$ cat src/rtl/mem_access_ctrl.sv
// Load/store unit front end: turns one ID_EX memory request into a single word-bus
// transaction with lane steering, misalignment detection, bus timeout and flush handling.
`timescale 1ns/1ps
module mem_access_ctrl #(
   parameter int TIMEOUT_CYCLES = 16
) (
   input  logic        clk,
   input  logic        rst,
   input  logic        load_access,
   input  logic        store_access,
   input  logic [2:0]  funct3,
   input  logic [31:0] load_addr,
   input  logic [31:0] store_addr,
   input  logic [31:0] store_data,
   input  logic        flush,
   output logic        bus_req,
   output logic        bus_we,
   output logic [31:0] bus_addr,
   output logic [31:0] bus_wdata,
   output logic [3:0]  bus_byte_en,
   input  logic        bus_ack,
   input  logic [31:0] bus_rdata,
   output logic        stall,
   output logic [31:0] load_data,
   output logic        load_valid,
   output logic        exception,
   output logic [3:0]  exception_cause,
   output logic [31:0] exception_addr
);

   localparam int CNT_W = (TIMEOUT_CYCLES > 1) ? $clog2(TIMEOUT_CYCLES) : 1;
   localparam logic [CNT_W-1:0] CNT_LAST = CNT_W'(TIMEOUT_CYCLES - 1);

   typedef enum logic [1:0] {S_IDLE = 2'd0, S_ACCESS = 2'd1, S_DONE = 2'd2} state_t;

   state_t           r_state;
   logic [CNT_W-1:0] r_cnt;
   logic [31:0]      r_addr;
   logic [2:0]       r_funct3;
   logic             r_is_store;
   logic             r_kill;
   logic             r_err;
   logic             r_bus_req;
   logic             r_bus_we;
   logic [31:0]      r_bus_addr;
   logic [31:0]      r_bus_wdata;
   logic [3:0]       r_bus_be;
   logic [31:0]      r_load_data;
   logic [3:0]       r_cause;
   logic [31:0]      r_exc_addr;

   logic        w_accept;
   logic [31:0] w_addr;
   logic        w_is_byte;
   logic        w_is_half;
   logic        w_misal;
   logic [3:0]  w_be;
   logic [31:0] w_wdata;
   logic [7:0]  w_lane_b;
   logic [15:0] w_lane_h;
   logic [31:0] w_load_ext;

   // Request decode; the store side wins when both request lines are raised.
   always_comb begin
      w_addr    = store_access ? store_addr : load_addr;
      w_is_byte = (funct3[1:0] == 2'b00);
      w_is_half = (funct3[1:0] == 2'b01);
      w_misal   = w_is_half ? w_addr[0] : (!w_is_byte && (w_addr[1:0] != 2'b00));
      w_accept  = (r_state == S_IDLE) && (store_access || load_access) && !flush;
      if (w_is_byte) begin
         w_be    = 4'b0001 << w_addr[1:0];
         w_wdata = {4{store_data[7:0]}};
      end else if (w_is_half) begin
         w_be    = w_addr[1] ? 4'b1100 : 4'b0011;
         w_wdata = {2{store_data[15:0]}};
      end else begin
         w_be    = 4'b1111;
         w_wdata = store_data;
      end
   end

   // Lane extraction uses the latched address, since the request inputs have moved on.
   always_comb begin
      w_lane_b = bus_rdata[{r_addr[1:0], 3'b000} +: 8];
      w_lane_h = r_addr[1] ? bus_rdata[31:16] : bus_rdata[15:0];
      case (r_funct3[1:0])
         2'b00:   w_load_ext = r_funct3[2] ? {24'd0, w_lane_b} : {{24{w_lane_b[7]}}, w_lane_b};
         2'b01:   w_load_ext = r_funct3[2] ? {16'd0, w_lane_h} : {{16{w_lane_h[15]}}, w_lane_h};
         default: w_load_ext = bus_rdata;
      endcase
   end

   always_ff @(posedge clk or posedge rst) begin
      if (rst) begin
         r_state     <= S_IDLE;
         r_cnt       <= '0;
         r_addr      <= '0;
         r_funct3    <= '0;
         r_is_store  <= 1'b0;
         r_kill      <= 1'b0;
         r_err       <= 1'b0;
         r_bus_req   <= 1'b0;
         r_bus_we    <= 1'b0;
         r_bus_addr  <= '0;
         r_bus_wdata <= '0;
         r_bus_be    <= '0;
         r_load_data <= '0;
         r_cause     <= '0;
         r_exc_addr  <= '0;
      end else begin
         case (r_state)
            S_IDLE: begin
               r_kill <= 1'b0;
               if (w_accept) begin
                  r_addr     <= w_addr;
                  r_funct3   <= funct3;
                  r_is_store <= store_access;
                  if (w_misal) begin
                     r_err      <= 1'b1;
                     r_cause    <= store_access ? 4'd6 : 4'd4;
                     r_exc_addr <= w_addr;
                     r_state    <= S_DONE;
                  end else begin
                     r_err       <= 1'b0;
                     r_cnt       <= '0;
                     r_bus_req   <= 1'b1;
                     r_bus_we    <= store_access;
                     r_bus_addr  <= {w_addr[31:2], 2'b00};
                     r_bus_wdata <= w_wdata;
                     r_bus_be    <= w_be;
                     r_state     <= S_ACCESS;
                  end
               end
            end
            S_ACCESS: begin
               if (flush) r_kill <= 1'b1;
               // An ack on the final allowed cycle still wins over the timeout.
               if (bus_ack) begin
                  r_bus_req <= 1'b0;
                  r_bus_we  <= 1'b0;
                  if (!r_is_store) r_load_data <= w_load_ext;
                  r_state   <= S_DONE;
               end else if (r_cnt == CNT_LAST) begin
                  r_bus_req  <= 1'b0;
                  r_bus_we   <= 1'b0;
                  r_err      <= 1'b1;
                  r_cause    <= r_is_store ? 4'd7 : 4'd5;
                  r_exc_addr <= r_addr;
                  r_state    <= S_DONE;
               end else begin
                  r_cnt <= r_cnt + 1'b1;
               end
            end
            S_DONE: begin
               r_state <= S_IDLE;
            end
            default: r_state <= S_IDLE;
         endcase
      end
   end

   assign bus_req         = r_bus_req;
   assign bus_we          = r_bus_we;
   assign bus_addr        = r_bus_addr;
   assign bus_wdata       = r_bus_wdata;
   assign bus_byte_en     = r_bus_be;
   assign load_data       = r_load_data;
   assign exception_cause = r_cause;
   assign exception_addr  = r_exc_addr;
   assign stall           = w_accept || (r_state == S_ACCESS);
   // Strobes are gated live by flush so a flush arriving in DONE still cancels them.
   assign load_valid      = (r_state == S_DONE) && !r_is_store && !r_err && !r_kill && !flush;
   assign exception       = (r_state == S_DONE) && r_err && !r_kill && !flush;

endmodule
$ cat config.mk
export PLATFORM = sky130hd
export DESIGN_NAME = mem_access_ctrl
export DESIGN_NICKNAME = d
export VERILOG_FILES = /design/src/rtl/mem_access_ctrl.sv
export SDC_FILE = /design/constraint.sdc
export NUM_CORES = 1
export LEC_CHECK = 0
export CAP_MARGIN = 25
export CORE_MARGIN = 5
export CORE_UTILIZATION = 35
export CTS_CLUSTER_DIAMETER = 80
export DETAILED_ROUTE_END_ITERATION = 7
export GPL_ROUTABILITY_DRIVEN = 0
export PLACE_DENSITY = 0.66
export RECOVER_POWER = 25
export REMOVE_ABC_BUFFERS = 1
export SLEW_MARGIN = 20
export SYNTH_ARGS = -nofsm -noshare
export SYNTH_HDL_FRONTEND = slang
export SYNTH_SLANG_ARGS = --single-unit
$ cat constraint.sdc
create_clock -name clk -period 5.6 [get_ports clk]
set_input_delay 1.12 -clock clk [delete_from_list [all_inputs] [get_ports clk]]
set_output_delay 1.12 -clock clk [all_outputs]
set_load 0.01 [all_outputs]
==> metrics.yaml <==
grt:
  grt_usage: 0.175
  grt-ovfl-total: 0
  grt_max_degree: 91
  antenna_found_initial: 0
  grt_pass1_vias: 6568
  grt_pass1_wl_mm: 37.2
final_layout:
  seq_area_sq_mm: 0.00448
  fillers: 2209
  area_growth_pct: 43.1
  fin_cells: 1395
  nets: 1201
  multi_input_area_sq_mm: 0.00352
  antenna_cells: 0
  drive_gt1_frac: 0.0892
worst_setup_path:
  startpoint: "flush"
  critPathArrivalTime_ns: 2.97
  rrSetupSlack_ns: 3.08
  path_max_fanout: 3
  cp_data_required_time_ns: 4.48
  critical_path_class: "input pin to output pin"
  cp-start-kind: "input pin"
  ff2ff_path_depth: 7
  r2r_start: "r_cnt[0]$_DFFE_PP0P_"
  cp-end-kind: "output pin"
clocking:
  cts.sinks: 179
  cts_root_buffer: "clkbuf_16"
  hold_buffers: 0
  clock_path_buffers: 2
  postCtsResizedCells: 0
  cts_htree_levels: 4
  cts_buffers: 17
  clkLatencyLatePin_ns: 0.43
  cts_tree: "built"
  postCtsSetupBuffers: 0
  path_clk_slew_ns: 0.07
synth:
  yosys_warnings: 0
  async_reset_ff_frac: 1.00
  ys.flop_type: "dfrtp_1"
  ys_seq_area_frac: 0.540
  synth_cell_types: 50
  yosysTopAreaCell: "dfrtp_1"
  synthTopCellsByArea: "dfrtp_1 (54%), o21ai_0 (8.4%), nand2_1 (7.5%)"
  netlist_instances: 814
  yosysMostFrequentCell: "dfrtp_1"
  synth-seq-cells: 179
  synth_edf_count: 0
  synth.top_cell.area_share: 0.540
  avgSynthCellArea_sq_um: 10.2
  synthTopCellsByCount: "dfrtp_1 (179), nand2_1 (165), o21ai_0 (139)"
  syn_area_sq_mm: 0.00830
die:
  dieArea_sq_mm: 0.0269
  die_h_um: 164
  start_util: 0.355
  rows: 56
  boundaryPins: 278
  fp.coreArea_sq_mm: 0.0234
  die_x_um: 164
sta:
  worst_pin_slew_ns: 2.88
  finalClockSkew_ns: 0.0125
  setup_viol: 0
  slew_headroom: -0.929
  final.min_clock_period_ns: 4.09
  fmax_mhz: 245
  drv_slew: 60
  rsz0062_at_grt: "false"
  finalHoldViolations: 0
  period_share: 0.729
run:
  maxCapViolCount: 1
drt:
  via_per_inst: 4.83
  wire_per_inst_um: 16.9
  totalWireLength_mm: 23.6
  drtAntennaViolNets: 0
  dr.pass1.iters: 5
  drt_iter0_drc: 418
  remaining_drc_errors: 0
  num_vias: 6740
placement:
  dp.cells: 1362
  port_buffers: 274
  dp.final_hpwl_mm: 16.9
pwr:
  peakVddDrop_mv: 0.242
  power_uw: 5910
  leakage_uw: 0.00519
  power_density_mw_per_mm2: 498
hold_path:
  worstHoldPathType: "flip-flop to flip-flop"
  hp-start: "load_data[3]$_DFFE_PP0P_"
  min_path_cells: 2
run_status:
  run_status: "finished, violations left"
  violations: "max-capacitance violations, max-slew violations"
## final timing paths
kind                                                       end
worst max-delay path                                load_valid
min in group asynchronous             bus_addr[24]$_DFFE_PP0P_
worst max register to register  exception_addr[22]$_DFFE_PP0P_
worst min register to register        load_data[3]$_DFFE_PP0P_
worst min-delay path                  load_data[3]$_DFFE_PP0P_
max in group asynchronous              r_funct3[1]$_DFFE_PP0P_
## power breakdown
| part | internal, uW | leakage, uW | switching, uW |
|---|---|---|---|
| clock network | 635 | 0.000281 | 572 |
| logic | 1360 | 0.00271 | 1070 |
| registers | 1890 | 0.00220 | 396 |
| total | 3880 | 0.00519 | 2040 |
## cell usage in the layout, fill, tap and decap left out, drive strengths merged, types with 13 or more instances in the layout
| cell | Yosys | routed |
|---|---|---|
| clkdlybuf4s50 | 0 | 271 |
| mux2 | 49 | 49 |
| clkbuf | 34 | 17 |
| dfrtp | 179 | 179 |
| mux2i | 57 | 57 |
| a21oi | 32 | 32 |
| inv | 7 | 13 |
| nor2 | 24 | 24 |
| nand3 | 39 | 39 |
| buf | 25 | 14 |
| o21ai | 144 | 144 |
| nand2 | 165 | 165 |
## metrics by stage
| step | utilization | hold slack [ns] | TNS (ns) | setup WS (ns) | instance area [sq um] |
|---|---|---|---|---|---|
| after detailed placement | 0.482 | 0.469 | 0 | 1.65 | 11300 |
| after CTS | 0.507 | 0.485 | 0 | 1.65 | 11900 |
| after global placement | 0.481 | 0.460 | 0 | 1.64 | 11300 |
| after global routing | 0.508 | 0.502 | 0 | 1.47 | 11900 |
| after floorplan | - | 0.450 | -68.51 | -0.379 | 8010 |
| final | 0.508 | 0.479 | 0 | 1.51 | 11900 |
## cell type report
class / count / area share
Multi-Input combinational cell: 571 / 0.296
Tap cell: 319 / 0.0336
Inverter: 7 / 0.00232
Timing Repair Buffer: 287 / 0.241
Sequential cell: 179 / 0.377
Clock buffer: 17 / 0.0358
Clock inverter: 15 / 0.0140
## flip-flops by register name, summed over array words and instances (netlist names), 2 cells and up
register         count
bus_wdata           32
exception_addr      32
load_data           32
r_addr              32
bus_addr            30
bus_byte_en          4
r_cnt                4
exception_cause      3
r_funct3             3
r_state              2
## per-layer routing
| layer | wire length (um) | up-vias | global-route usage |
|---|---|---|---|
| met2 | 11300 | 199 | 0.285 |
| li1 | - | 3324 | - |
| met4 | 465 | 0 | 0.0488 |
| met1 | 10100 | 3188 | 0.227 |
| met5 | 0 | - | 0 |
| met3 | 1750 | 29 | 0.0537 |
## worst max-delay path, cell delays in order
cell             delay, ns
dlygate4sd3_1         0.55
or4_1                 0.55
nor3_1                0.16
clkdlybuf4s50_1       0.58
## cells by family after synthesis
logic type,Yosys count,share of synthesized area
flops,179,0.540
simple gates,260,0.136
buf+inv,66,0.0393
compound gates,198,0.130
mux,107,0.150
other cells,1,0.000452
xor+xnor,2,0.00211
fa+ha+maj,1,0.00151
Note: power is estimated with default switching activity, not from simulation.
